**config.mk**
```make
export PLATFORM = sky130hd
export DESIGN_NAME = mii_frame_gen
export DESIGN_NICKNAME = d
export VERILOG_FILES = /design/src/rtl/mii_frame_gen.sv
export SDC_FILE = /design/constraint.sdc
export NUM_CORES = 1
export LEC_CHECK = 0
export ABC_AREA = 1
export ABC_CLOCK_PERIOD_IN_PS = 4100
export BUFFER_PORTS_ARGS = -buffer_cell sky130_fd_sc_hd__clkbuf_2
export CAP_MARGIN = 30
export CORE_ASPECT_RATIO = 0.8
export CORE_UTILIZATION = 50
export CTS_CLUSTER_SIZE = 8
export DETAILED_ROUTE_END_ITERATION = 10
export PLACE_DENSITY = 0.73
export SLEW_MARGIN = 20
export SYNTH_ARGS = -nofsm -noshare
export SYNTH_HDL_FRONTEND = slang
export SYNTH_SLANG_ARGS = --single-unit
```
**constraint.sdc**
```tcl
create_clock -name clk -period 4.1 [get_ports clk]
set_clock_uncertainty 0.05 [all_clocks]
set_input_delay 0.205 -clock clk [delete_from_list [all_inputs] [get_ports clk]]
set_output_delay 0.205 -clock clk [all_outputs]
set_load 0.02 [all_outputs]
```
**src/rtl/mii_frame_gen.sv**
```systemverilog
// Multi-lane xMII frame generator: idle / start / payload / terminate words
// with a valid/ready handshake, error-code injection and saturating statistics.
module mii_frame_gen #(
  parameter int unsigned DATA_WIDTH = 64,
  parameter int unsigned LEN_WIDTH  = 16,
  parameter int unsigned CNT_WIDTH  = 32,
  parameter logic [7:0]  IDLE_CODE  = 8'h07,
  parameter logic [7:0]  START_CODE = 8'hFB,
  parameter logic [7:0]  EOF_CODE   = 8'hFD,
  parameter logic [7:0]  ERROR_CODE = 8'hFE,
  parameter logic [31:0] LFSR_SEED  = 32'hACE11234
) (
  input  logic                    clk,
  input  logic                    i_rst_n,
  input  logic                    i_enable,
  input  logic [1:0]              i_mode,
  input  logic [7:0]              i_pattern,
  input  logic [LEN_WIDTH-1:0]    i_idle_len,
  input  logic [LEN_WIDTH-1:0]    i_data_len,
  input  logic                    i_err_inject,
  input  logic                    i_clr_cnt,
  input  logic                    i_ready,
  output logic                    o_tx_valid,
  output logic [DATA_WIDTH-1:0]   o_tx_data,
  output logic [DATA_WIDTH/8-1:0] o_tx_ctrl,
  output logic                    o_busy,
  output logic [CNT_WIDTH-1:0]    o_frame_cnt,
  output logic [CNT_WIDTH-1:0]    o_data_char_cnt,
  output logic [CNT_WIDTH-1:0]    o_ctrl_char_cnt,
  output logic [CNT_WIDTH-1:0]    o_err_cnt
);

  localparam int unsigned NB = DATA_WIDTH / 8;
  localparam int unsigned PW = $clog2(NB + 1);

  localparam logic [1:0] S_IDLE  = 2'd0;
  localparam logic [1:0] S_START = 2'd1;
  localparam logic [1:0] S_DATA  = 2'd2;
  localparam logic [1:0] S_TERM  = 2'd3;

  localparam logic [1:0] MODE_FIXED = 2'b00;
  localparam logic [1:0] MODE_INC   = 2'b01;
  localparam logic [1:0] MODE_LFSR  = 2'b10;

  // x^32 + x^22 + x^2 + x + 1, right-shifting Galois form
  localparam logic [31:0] LFSR_TAPS = 32'h8020_0003;

  logic                  xfer;
  logic [1:0]            state,    state_d;
  logic [LEN_WIDTH-1:0]  idle_cnt, idle_cnt_d;
  logic [LEN_WIDTH-1:0]  data_cnt, data_cnt_d;
  logic [LEN_WIDTH-1:0]  lat_len,  lat_len_d;
  logic [1:0]            lat_mode, lat_mode_d;
  logic [7:0]            lat_pat,  lat_pat_d;
  logic [7:0]            base,     base_d;
  logic [31:0]           lfsr,     lfsr_d;
  logic                  err_pend, err_pend_d;
  logic                  cur_err,  cur_err_d;
  logic [DATA_WIDTH-1:0] word_d;
  logic [NB-1:0]         ctrl_d;
  logic [PW-1:0]         n_ctrl;
  logic [PW-1:0]         n_data;

  assign xfer = o_tx_valid & i_ready;

  function automatic logic [CNT_WIDTH-1:0] sat_add(
    input logic [CNT_WIDTH-1:0] a,
    input logic [CNT_WIDTH-1:0] b
  );
    logic [CNT_WIDTH:0] s;
    s = {1'b0, a} + {1'b0, b};
    return s[CNT_WIDTH] ? '1 : s[CNT_WIDTH-1:0];
  endfunction

  // FSM state and frame-context registers
  always_ff @(posedge clk or negedge i_rst_n) begin
    if (!i_rst_n) begin
      state    <= S_IDLE;
      idle_cnt <= LEN_WIDTH'(1);
      data_cnt <= '0;
      lat_len  <= '0;
      lat_mode <= MODE_FIXED;
      lat_pat  <= '0;
      base     <= '0;
      lfsr     <= LFSR_SEED;
      err_pend <= 1'b0;
    end else begin
      state    <= state_d;
      idle_cnt <= idle_cnt_d;
      data_cnt <= data_cnt_d;
      lat_len  <= lat_len_d;
      lat_mode <= lat_mode_d;
      lat_pat  <= lat_pat_d;
      base     <= base_d;
      lfsr     <= lfsr_d;
      err_pend <= err_pend_d;
    end
  end

  // Next-state logic; everything advances only on a transfer
  always_comb begin
    state_d    = state;
    idle_cnt_d = idle_cnt;
    data_cnt_d = data_cnt;
    lat_len_d  = lat_len;
    lat_mode_d = lat_mode;
    lat_pat_d  = lat_pat;
    base_d     = base;
    lfsr_d     = lfsr;
    // a pulse while a request is already pending is absorbed, not queued
    err_pend_d = (xfer && cur_err) ? 1'b0 : (err_pend | i_err_inject);
    case (state)
      S_IDLE: begin
        if (xfer) begin
          if (idle_cnt > LEN_WIDTH'(1)) begin
            idle_cnt_d = idle_cnt - LEN_WIDTH'(1);
          end else if (i_enable) begin
            state_d    = S_START;
            lat_len_d  = i_data_len;
            lat_mode_d = (i_mode == 2'b11) ? MODE_FIXED : i_mode;
            lat_pat_d  = i_pattern;
            base_d     = i_pattern;
          end
        end
      end
      S_START: begin
        if (xfer) begin
          if (lat_len != '0) begin
            state_d    = S_DATA;
            data_cnt_d = lat_len;
          end else begin
            state_d = S_TERM;
          end
        end
      end
      S_DATA: begin
        if (xfer) begin
          if (lat_mode == MODE_LFSR) begin
            lfsr_d = {1'b0, lfsr[31:1]} ^ (lfsr[0] ? LFSR_TAPS : 32'h0);
          end
          base_d = base + 8'(NB);
          if (data_cnt > LEN_WIDTH'(1)) begin
            data_cnt_d = data_cnt - LEN_WIDTH'(1);
          end else begin
            state_d = S_TERM;
          end
        end
      end
      S_TERM: begin
        if (xfer) begin
          state_d    = S_IDLE;
          idle_cnt_d = (i_idle_len == '0) ? LEN_WIDTH'(1) : i_idle_len;
        end
      end
      default: state_d = S_IDLE;
    endcase
  end

  // Word that will be presented after the current transfer
  always_comb begin
    word_d    = '0;
    ctrl_d    = '0;
    cur_err_d = 1'b0;
    case (state_d)
      S_START: begin
        for (int k = 0; k < NB; k++) begin
          word_d[8*k +: 8] = 8'h55;
        end
        word_d[7:0]                    = START_CODE;
        word_d[DATA_WIDTH-1 -: 8]      = 8'hD5;
        ctrl_d[0]                      = 1'b1;
      end
      S_DATA: begin
        for (int k = 0; k < NB; k++) begin
          case (lat_mode_d)
            MODE_INC:  word_d[8*k +: 8] = base_d + 8'(k);
            MODE_LFSR: word_d[8*k +: 8] = lfsr_d[8*(k%4) +: 8];
            default:   word_d[8*k +: 8] = lat_pat_d;
          endcase
        end
        if (err_pend_d) begin
          word_d[7:0] = ERROR_CODE;
          ctrl_d[0]   = 1'b1;
          cur_err_d   = 1'b1;
        end
      end
      S_TERM: begin
        for (int k = 0; k < NB; k++) begin
          word_d[8*k +: 8] = IDLE_CODE;
        end
        word_d[7:0] = EOF_CODE;
        ctrl_d      = '1;
      end
      default: begin
        for (int k = 0; k < NB; k++) begin
          word_d[8*k +: 8] = IDLE_CODE;
        end
        ctrl_d = '1;
      end
    endcase
  end

  // Output word register; held while the sink stalls
  always_ff @(posedge clk or negedge i_rst_n) begin
    if (!i_rst_n) begin
      o_tx_valid <= 1'b0;
      o_tx_data  <= {NB{IDLE_CODE}};
      o_tx_ctrl  <= '1;
      o_busy     <= 1'b0;
      cur_err    <= 1'b0;
    end else begin
      o_tx_valid <= 1'b1;
      o_busy     <= (state_d != S_IDLE);
      if (xfer) begin
        o_tx_data <= word_d;
        o_tx_ctrl <= ctrl_d;
        cur_err   <= cur_err_d;
      end
    end
  end

  // Lane classification of the word currently presented
  always_comb begin
    n_ctrl = '0;
    for (int k = 0; k < NB; k++) begin
      n_ctrl = n_ctrl + PW'(o_tx_ctrl[k]);
    end
    n_data = PW'(NB) - n_ctrl;
  end

  // Saturating statistics; clear wins over a same-cycle transfer
  always_ff @(posedge clk or negedge i_rst_n) begin
    if (!i_rst_n) begin
      o_frame_cnt     <= '0;
      o_data_char_cnt <= '0;
      o_ctrl_char_cnt <= '0;
      o_err_cnt       <= '0;
    end else if (i_clr_cnt) begin
      o_frame_cnt     <= '0;
      o_data_char_cnt <= '0;
      o_ctrl_char_cnt <= '0;
      o_err_cnt       <= '0;
    end else if (xfer) begin
      o_data_char_cnt <= sat_add(o_data_char_cnt, CNT_WIDTH'(n_data));
      o_ctrl_char_cnt <= sat_add(o_ctrl_char_cnt, CNT_WIDTH'(n_ctrl));
      if (state == S_TERM) begin
        o_frame_cnt <= sat_add(o_frame_cnt, CNT_WIDTH'(1));
      end
      if (cur_err) begin
        o_err_cnt <= sat_add(o_err_cnt, CNT_WIDTH'(1));
      end
    end
  end

endmodule

```
# Yosys cells after proc, flatten, opt, wreduce, memory -nomap -nowiden
# Index checks and enable logic that the tools add are counted.
[classes]
add_sub_neg = 22
mul = 0
div_mod_pow = 0
n_lt_le_gt_ge = 2
n_eq_ne = 17
shift = 0
muxes = 66
bitwise = 4
reduce_logical = 16
[ops]
columns = ["op", "n"]
rows = [
  ["2-to-1 mux 32 bit", 18],
  ["one-hot mux 64 bit (3 select lines)", 1],
  ["one-hot mux 8 bit (2 select lines)", 9],
  ["2-to-1 mux 16 bit", 8],
  ["2-to-1 mux 8 bit", 9],
  ["adder 32 x 1 -> 33 bit (second input constant)", 2],
  ["adder 32 x 4 -> 33 bit", 2],
  ["one-hot mux 16 bit (2 select lines)", 2],
  ["adder 8 x 3 -> 8 bit (second input constant)", 4],
  ["greater-than comparator 16 x 1 -> 1 bit (second input constant)", 2],
  ["subtractor 16 x 1 -> 16 bit (second input constant)", 2],
  ["XOR 31 x 32 -> 32 bit", 1],
  ["2-to-1 mux 2 bit", 12],
  ["adder 4 x 1 -> 4 bit", 4],
  ["adder 8 x 2 -> 8 bit (second input constant)", 2],
  ["logical NOT 16 bit", 1],
  ["nonzero test 16 bit", 1],
  ["equality test 2 bit (second input constant)", 7],
  ["!= test 2 bit (second input constant)", 7],
  ["nonzero test 2 bit", 6],
  ["adder 8 x 1 -> 8 bit (second input constant)", 1],
  ["adder 8 x 4 -> 8 bit (second input constant)", 1],
  ["one-hot mux 2 bit (4 select lines)", 1],
  ["AND reduction 4 bit", 2],
  ["other kinds (15)", 22],
]
[word_totals]
register_bits = 304
latch_bits = 0
ram_bits = 0
romBits = 0
input_bits = 48
out_inout_bits = 202
wordCells = 145
n_memories = 0

# Logic depth before layout (Yosys ltp)
# Gate-level depths: netlist of the first run.
[logic_depth]
ltp_word = 12
mapped_depth = 22
mapped_depth_nobuf = 22

# Least setup slack after synthesis of the first run
# Ideal clock, no wire load.
[synth_timing]
kind = "register to register"
start = "reg idle_cnt[0]"
end = "reg o_tx_data[35]"
setup_time_ns = 0.122
t_arrival_ns = 3.054
t_required_ns = 3.928
setup_slack_ns = 0.874
stages_incl_launch_ff = 21
n_path_buf = 3
synth_period_minus_slack_ns = 3.226
path_cell_list = "dfstp_2 -> inv_1 -> ha_1 -> inv_2 -> nand2_1 -> nand2_1 -> nor2_4 -> nand4_4 -> nor2_8 -> buf_1 -> nor2_1 -> a31oi_1 -> inv_1 -> ha_1 -> clkbuf_1 -> inv_1 -> buf_1 -> nand2_1 -> inv_1 -> o21ai_1 -> a32o_1"
[synth_via]
elab_chain_cells = 7
elab_cells_between_ends = 21
classes_between = "1 x add/sub; 1 x order compare; 5 x eq/ne; 14 x mux"
[synth_lines]
columns = ["element", "line", "rtl"]
rows = [
  ["start: declaration", "50", "logic [LEN_WIDTH-1:0] idle_cnt, idle_cnt_d;"],
  ["start signal: assignment", "89", "idle_cnt <= idle_cnt_d;"],
  ["greater-than comparator 16 x 1 -> 1 bit (*)", "115", "if (idle_cnt > LEN_WIDTH'(1)) begin"],
  ["2-to-1 mux 2 bit (*)", "115", ""],
  ["2-to-1 mux 2 bit (*)", "114", "if (xfer) begin"],
  ["2-to-1 mux 2 bit (*)", "112", "case (state)"],
  ["net lat_mode_d[1]", "53", "logic [1:0] lat_mode, lat_mode_d;"],
  ["equality test 2 bit / equality test 2 x 1 -> 1 bit (equally long branches)", "175", "case (lat_mode_d)"],
  ["one-hot mux 8 bit (2 select lines) (*)", "175", ""],
  ["one-hot mux 64 bit (3 select lines) (*)", "164", "case (state_d)"],
  ["end signal: assignment", "207", "o_tx_data <= {NB{IDLE_CODE}};"],
  ["end signal: assignment", "215", "o_tx_data <= word_d;"],
  ["end: declaration", "24", "output logic [DATA_WIDTH-1:0] o_tx_data,"],
]
# The timed path passes the listed nets; every way through them passes the cells marked *.
# A chain may end at the register's enable or synchronous reset.

# Worst setup path after layout of the first run
[layout_timing]
start = "reg idle_cnt[0]"
end = "reg o_tx_data[46]"
# Same word-level chain as after synthesis.

==> summary.txt, run 1 <==
Status
  – Result of the run: finished clean

Critical path
  – Depth of the critical timing path with buffers and inverters included: 18
  – Highest net fanout along the worst path: 12
  – Number of cells on the worst reg-to-reg path: 18
  – Critical path buffer and inverter count: 6
  – Data arrival at the endpoint of the critical path: 4150 ps
  – CP dominant cell by count: sky130_fd_sc_hd__inv_1
  – Sort of element at the start of the critical path: register
  – Reg2Reg Launch Point: idle_cnt[0]$_DFFE_PN1P_
  – Crit path kind: register to register
  – Max stage delay cell, worst path: sky130_fd_sc_hd__dlygate4sd3_1
  – Data required time of the critical path: 4520 ps
  – Largest stage delay on the critical path: 580 ps
  – Worst-path cell chain: inv_1, ha_1, inv_2, nand2_1, nand2_1, nor2_4, nand4_4, nor2_8, a31oi_1, dlygate4sd3_1, inv_1, ha_1, clkinvlp_4, nor2_4, inv_1, a21oi_1, o21ai_0, a21oi_1
  – CP endpoint kind: register
  – Kind of cell with the highest combined delay on the critical path: buffers and inverters
  – CP startpoint: idle_cnt[0]$_DFFE_PN1P_

Timing
  – Setup repair after global routing missed its margin: no
  – Max-slew violation count: 0
  – Post-route worst hold slack: 25.4 ps
  – Number of endpoints with negative hold slack in the final report: 0
  – Transition at the pin with the smallest max-transition slack: 976 ps
  – Slew margin rel.: 0.350
  – F_max: 268 MHz
  – Total Neg Setup Slack: 0 ps
  – Finish-stage setup viols: 0
  – Final worst path period share: 0.908
  – Final worst path period need: 3720 ps

Detailed routing
  – Iteration-0 DRC count of the detailed router: 1826
  – Detailed Route WL: 53300 microns
  – Residual antenna-violating net count after detailed routing: 0
  – Length of the first detailed-routing pass in iterations: 5
  – Average routed wire per standard cell: 17.0 microns
  – Via/cell ratio: 5.57
  – DRC violation count after routing: 0
  – Total number of vias: 17400

Synthesis
  – Sequential cell area fraction in the yosys report: 0.420
  – Post-Syn Nets: 2450
  – Synthesized flop and latch total: 292
  – Average footprint of a synthesized cell: 7.39 sq um
  – Post-synthesis instance total: 2366
  – Post-synthesis instance area: 0.0175 sq mm
  – Synth Warn #: 0
  – Post-synthesis cell type count: 63
  – Predominant post-synthesis flop cell: sky130_fd_sc_hd__dfrtp_1
  – Number of synthesized flops with an enable pin: 0
  – Async SR Flop Fraction: 1.00

GRT
  – Vias in the first global route: 16200
  – Initial antenna violation count: 0
  – Global router's overall resource usage: 0.297
  – Global-route wire length before repair: 86000 microns
  – Residual overflow from global routing: 0
  – Largest net degree at the start of global routing: 118

Die
  – Core region area: 0.0340 sq mm
  – Die span in x: 211 microns
  – Initial Utilization: 0.514
  – Die span in y: 169 microns
  – Total die area: 0.0357 sq mm
  – I/O pin total: 250
  – Core Rows: 60

Clock network
  – TritonCTS Buffers: 42
  – Num Clock Sinks: 292
  – Worst-path clk slew: 50 ps
  – Clock H-tree levels: 2
  – Clock tree root driver cell: sky130_fd_sc_hd__clkbuf_16
  – Largest buffer count on any clock path: 3
  – Clock latency of the later-clocked register in the worst-skew pair: 550 ps
  – TritonCTS clock tree: done

Layout
  – Layout area overhead: 18.8%
  – N_diodes: 0
  – Leading cell types in the layout, fill and taps excluded: sky130_fd_sc_hd__nand2_1, sky130_fd_sc_hd__o21ai_0, sky130_fd_sc_hd__inv_1, sky130_fd_sc_hd__dfrtp_1, sky130_fd_sc_hd__clkbuf_2
  – Utilization after layout: 0.611
  – Final net count: 2721
  – Commonest non-fill, non-tap cell in the layout: sky130_fd_sc_hd__nand2_1
  – Fraction of final layout cells with drive strength greater than 1: 0.167
  – Post-route insts no fill: 3131

Power and ir drop
  – Logic gate share of total power: 0.298
  – Power per unit of standard cell area: 477 mW/mm^2
  – Switching pwr: 3.73 mW
  – Internal power: 6.18 mW
  – Static Leakage: 9.95 nW
  – Sequential cell fraction of total power: 0.367
  – Part of the total power dissipated in the clock network: 0.335
  – Largest vdd supply drop: 0.000345 V
  – Switching share of total power: 0.376

Place
  – Weighted congestion reported at the end of routability-driven placement: 0.951
  – Final HPWL DP: 38400 microns
  – Count of input and output buffers: 249
  – Number of placed instances with taps included: 3014

Hold path
  – Min-Delay Startpoint: i_idle_len[2]
  – Worst min path class: input pin to register
  – Hold Path Stages: 3

Job
  – # Max-Cap Violations: 0
## final cells by class
| cell class | instances | area, sq um |
|---|---|---|
| Clock inverter | 2 | 38.8 |
| Tap cell | 465 | 582 |
| Multi-Input combinational cell | 1697 | 8640 |
| Clock buffer | 71 | 1180 |
| Fill cell | 3051 | 13200 |
| Timing Repair Buffer | 313 | 1880 |
| Inverter | 291 | 1100 |
| Sequential cell | 292 | 7350 |
## synthesized netlist by cell type (39+ instances only)
cell | instances | area [sq um]
sky130_fd_sc_hd__a21oi_1 | 91 | 455
sky130_fd_sc_hd__dfrtp_1 | 258 | 6460
sky130_fd_sc_hd__nor3_1 | 52 | 260
sky130_fd_sc_hd__nand4_1 | 39 | 244
sky130_fd_sc_hd__nand2_1 | 629 | 2360
sky130_fd_sc_hd__o21ai_0 | 272 | 1360
sky130_fd_sc_hd__inv_1 | 271 | 1020
sky130_fd_sc_hd__xor2_1 | 59 | 517
sky130_fd_sc_hd__nand3_1 | 124 | 621
sky130_fd_sc_hd__nor2_1 | 182 | 683
sky130_fd_sc_hd__clkbuf_1 | 49 | 184
## tightest hold or removal path: cells and delay by family
family	cells	cell delay, ps
AO/OA/AOI/OAI	2	250
buffers and inverters	1	110
## cells by family (layout without fill, tap and decap cells)
kind of cell               Yosys count  count (layout)  synth area share
xor gates and xnor gates            67              67            0.0340
adders and majority gates           36              36            0.0266
other                                1               1          0.000214
and+or+nand+nor                   1119            1119             0.284
AOI/OAI and AO/OA                  474             474             0.149
DFF                                292             292             0.420
buffers and inverters              377             677            0.0867
## through the flow
step                      instance area [sq um]  setup WS, ps  power (mW)
after global placement                    19100           731        6.45
after global routing                      20800          98.1        10.4
after detailed placement                  19100           584        6.53
after CTS                                 20700           173        9.91
final                                     20800           375        9.90
after floorplan                           17500           874        5.69
## repair_timing
item,CTS,global route
gates resized for setup,0,2
hold buffers,41,0
endpoints found under the setup margin,0,15
setup buffers,0,3
endpoints found under the hold margin,149,0
## path summary, 6_finish.rpt
kind / end / slack [ps]
worst max-delay path: o_tx_data[46]$_DFFE_PN0P_ / 380
min in group asynchronous: o_ctrl_char_cnt[19]$_DFFE_PN0P_ / 240
worst min-delay path: idle_cnt[2]$_DFFE_PN0P_ / 30
worst min register to register: lat_pat[7]$_DFF_PN0_ / 430
worst max register to register: o_tx_data[46]$_DFFE_PN0P_ / 380
max in group asynchronous: o_tx_data[1]$_DFFE_PN1P_ / 2600
## sequential cells by signal (all words and copies together), names as in the netlist
register,count
lat_pat,8
o_err_cnt,32
lat_mode,2
state,2
err_pend,1
o_data_char_cnt,32
o_tx_data,58
lat_len,16
idle_cnt,16
o_busy,1
o_tx_ctrl,2
lfsr,32
cur_err,1
base,8
o_tx_valid,1
o_frame_cnt,32
o_ctrl_char_cnt,32
data_cnt,16
## power groups by stage
| stage | Combinational [mW] | Sequential, mW | Clock (mW) |
|---|---|---|---|
| after CTS | 2.92 | 3.62 | 3.37 |
| after floorplan | 1.88 | 3.81 | 0 |
| after global routing | 3.24 | 3.67 | 3.49 |
| final | 2.95 | 3.63 | 3.32 |
| after detailed placement | 2.87 | 3.67 | 0 |
| after global placement | 2.79 | 3.66 | 0 |
## layer usage
metal	vias up	part of all wire	GRT usage
li1	8291	-	-
met1	8292	0.47	0.442
met2	727	0.43	0.440
met3	116	0.075	0.0476
met4	0	0.031	0.0948
met5	-	0	0
No activity file was read; power rests on OpenSTA's default activity.
==> inputs of run 2 (changes only) <==
CORE_UTILIZATION = 32   (was 50)
PLACE_DENSITY = 0.52   (was 0.73)
RECOVER_POWER = 50   (was default)
==> run 2 against run 1 <==
  * The run now ends with capacitance limit, slew limit left
  * Sequential power about the same
  * Sequential share of layout area decreased by 0.53 points
  * Fmax decreased by 1.3%
  * Non-clock buffer count increased by 14
  * Cell area increased by 1.5%
  * Critical path type unchanged
  * Critical endpoint is now o_tx_data[40]$_DFFE_PN1P_
  * Largest cell class unchanged
==> summary.txt, run 2 (synthesis gave the netlist of run 1 again) <==
Layout
  – Commonest non-fill, non-tap cell in the layout: sky130_fd_sc_hd__nand2_1
  – Final-layout fill cell count: 5712
  – Layout area overhead: 20.6%
  – Final Cell Area: 0.0211 sq mm
  – Final net count: 2736
  – Area used by multi-input combinational logic: 0.00864 sq mm
  – Leading cell types in the layout, fill and taps excluded: sky130_fd_sc_hd__nand2_1, sky130_fd_sc_hd__inv_1, sky130_fd_sc_hd__o21ai_0, sky130_fd_sc_hd__dfrtp_1, sky130_fd_sc_hd__nor2_1
  – Utilization after layout: 0.391
  – Area occupied by registers: 0.00735 sq mm
  – Most flops, register: o_tx_data
  – Fraction of final layout cells with drive strength greater than 1: 0.133
  – N_diodes: 0
  – Flip-flop count of the largest register, all copies and words added: 58

GRT
  – Largest net degree at the start of global routing: 103
  – Residual overflow from global routing: 0
  – Vias in the first global route: 16500
  – Global-route wire length before repair: 93200 microns
  – Global router's overall resource usage: 0.209
  – Initial antenna violation count: 0

Critical path
  – CP dominant cell by count: sky130_fd_sc_hd__inv_1
  – Worst-case register-to-register setup slack: 330 ps
  – Worst-path cell chain: inv_1, ha_1, inv_2, nand2_1, nand2_1, nor2_4, nand4_4, nor2_8, buf_4, a31oi_1, dlygate4sd3_1, inv_1, ha_1, inv_1, o21ai_0, a31oi_1, o22a_1
  – Highest net fanout along the worst path: 7
  – RR Endpoint: o_tx_data[40]$_DFFE_PN1P_
  – Largest stage delay on the critical path: 630 ps
  – Max stage delay cell, worst path: sky130_fd_sc_hd__o21ai_0
  – Sort of element at the start of the critical path: register
  – Critical path buffer and inverter count: 6
  – Reg2Reg Launch Point: idle_cnt[0]$_DFFE_PN1P_
  – Crit path kind: register to register
  – Number of cells on the worst reg-to-reg path: 17
  – Data arrival at the endpoint of the critical path: 4230 ps
  – CP endpoint kind: register
  – Data required time of the critical path: 4550 ps
  – Kind of cell with the highest combined delay on the critical path: compound AO/OA/AOI/OAI gates

Clock network
  – Worst-path clk slew: 50 ps
  – TritonCTS clock tree: done
  – Clock H-tree levels: 2
  – Largest buffer count on any clock path: 3
  – Clock latency of the later-clocked register in the worst-skew pair: 580 ps
  – TritonCTS Buffers: 43
  – Clock tree root driver cell: sky130_fd_sc_hd__clkbuf_16
  – Num Clock Sinks: 292

Place
  – Count of input and output buffers: 249
  – Standard cell area after detailed placement: 0.0195 sq mm
  – Final HPWL DP: 42300 microns
  – Weighted congestion reported at the end of routability-driven placement: 0.919

Timing
  – Number of endpoints with negative hold slack in the final report: 0
  – Max-slew violation count: 102
  – Total Neg Setup Slack: 0 ps
  – Setup repair after global routing missed its margin: no
  – Final worst path period need: 3770 ps
  – Final worst path period share: 0.920
  – Post-route worst hold slack: 121 ps
  – F_max: 265 MHz
  – Transition at the pin with the smallest max-transition slack: 2860 ps
  – Finish-stage setup viols: 0
  – Slew margin rel.: -0.908

Detailed routing
  – Total number of vias: 17100
  – Length of the first detailed-routing pass in iterations: 6
  – Iteration-0 DRC count of the detailed router: 1457
  – Via/cell ratio: 5.06
  – Detailed Route WL: 58300 microns
  – Average routed wire per standard cell: 17.2 microns
  – Residual antenna-violating net count after detailed routing: 0
  – DRC violation count after routing: 0

Status
  – Failing checks: capacitance limit, slew limit
  – Result of the run: complete, but fails checks

Die
  – I/O pin total: 250
  – Core region area: 0.0539 sq mm
  – Initial Utilization: 0.324
  – Die span in y: 211 microns
  – Total die area: 0.0556 sq mm
  – Die span in x: 263 microns
  – Core Rows: 76

Power and ir drop
  – Power per unit of standard cell area: 475 mW/mm^2
  – Design Power: 10.0 mW
  – Largest vdd supply drop: 0.000340 V
  – Static Leakage: 9.72 nW

Hold path
  – Endpoint of the worst hold-timing path: o_frame_cnt[1]$_DFFE_PN0P_
  – Worst min path class: input pin to register
  – Min-Delay Startpoint: i_clr_cnt
  – Hold Path Stages: 4

Job
  – # Max-Cap Violations: 1
-- run 2: worst max-delay path by stage --
| stage | start | endpoint | slack [ps] | cells after the start |
|---|---|---|---|---|
| 2_1_floorplan | idle_cnt[0]$_DFFE_PN1P_ | o_tx_data[35]$_DFFE_PN0P_ | 870 | 20 |
| 4_1_cts | idle_cnt[0]$_DFFE_PN1P_ | o_tx_data[5]$_DFFE_PN0P_ | 270 | 18 |
| 3_5_place_dp | o_tx_ctrl[6]$_DFFE_PN1P_ | o_data_char_cnt[18]$_DFFE_PN0P_ | 620 | 14 |
| 6_report | idle_cnt[0]$_DFFE_PN1P_ | o_tx_data[40]$_DFFE_PN1P_ | 330 | 17 |
| 3_3_place_gp | o_tx_ctrl[6]$_DFFE_PN1P_ | o_data_char_cnt[13]$_DFFE_PN0P_ | 670 | 12 |
| 5_1_grt | idle_cnt[0]$_DFFE_PN1P_ | o_tx_data[54]$_DFFE_PN0P_ | 40 | 20 |
-- run 2: cell type report --
class	instances	share of cell area
clock buffers	77	0.0595
clock inverters	3	0.00142
inverters	291	0.0519
multi-input cells	1697	0.410
flip-flops and latches	292	0.349
well taps	702	0.0417
repair buffers	327	0.0869
-- run 2: routing by layer --
layer	global-route usage	wire length [microns]	vias up
met2	0.318	25200	523
met1	0.305	28400	8201
met5	0	0	-
met3	0.0357	3370	84
li1	-	-	8336
met4	0.0575	1300	0
-- run 2: worst reg2reg max path: cells and delay by family, from the launching register on --
kind | cells | cell delay [ps]
DFF | 1 | 530
adders and majority gates | 2 | 560
buffers and inverters | 6 | 1050
AOI/OAI and AO/OA | 4 | 1150
and+or+nand+nor | 5 | 380
-- run 2: power by group --
part / internal [mW] / switching, mW / total [mW] / leakage (nW)
clock: 2.06 / 1.38 / 3.44 / 0.615
sequential: 3.32 / 0.322 / 3.64 / 3.76
combinational: 0.857 / 2.07 / 2.93 / 5.35
total: 6.23 / 3.78 / 10.0 / 9.72
-- run 2: metrics by stage --
stage / std cells / setup slack, ps
after floorplan: 2366 / 874
after global placement: 3262 / 667
after detailed placement: 3262 / 623
after CTS: 3387 / 273
after global routing: 3389 / 40.9
final: 3389 / 326
-- run 2: timing repair --
item | in CTS | in global routing
buffers inserted | 0 | 2
hold buffers | 45 | 0
endpoints found under the setup margin | 0 | 46
endpoints found under the hold margin | 142 | 0
gates resized for setup | 0 | 2
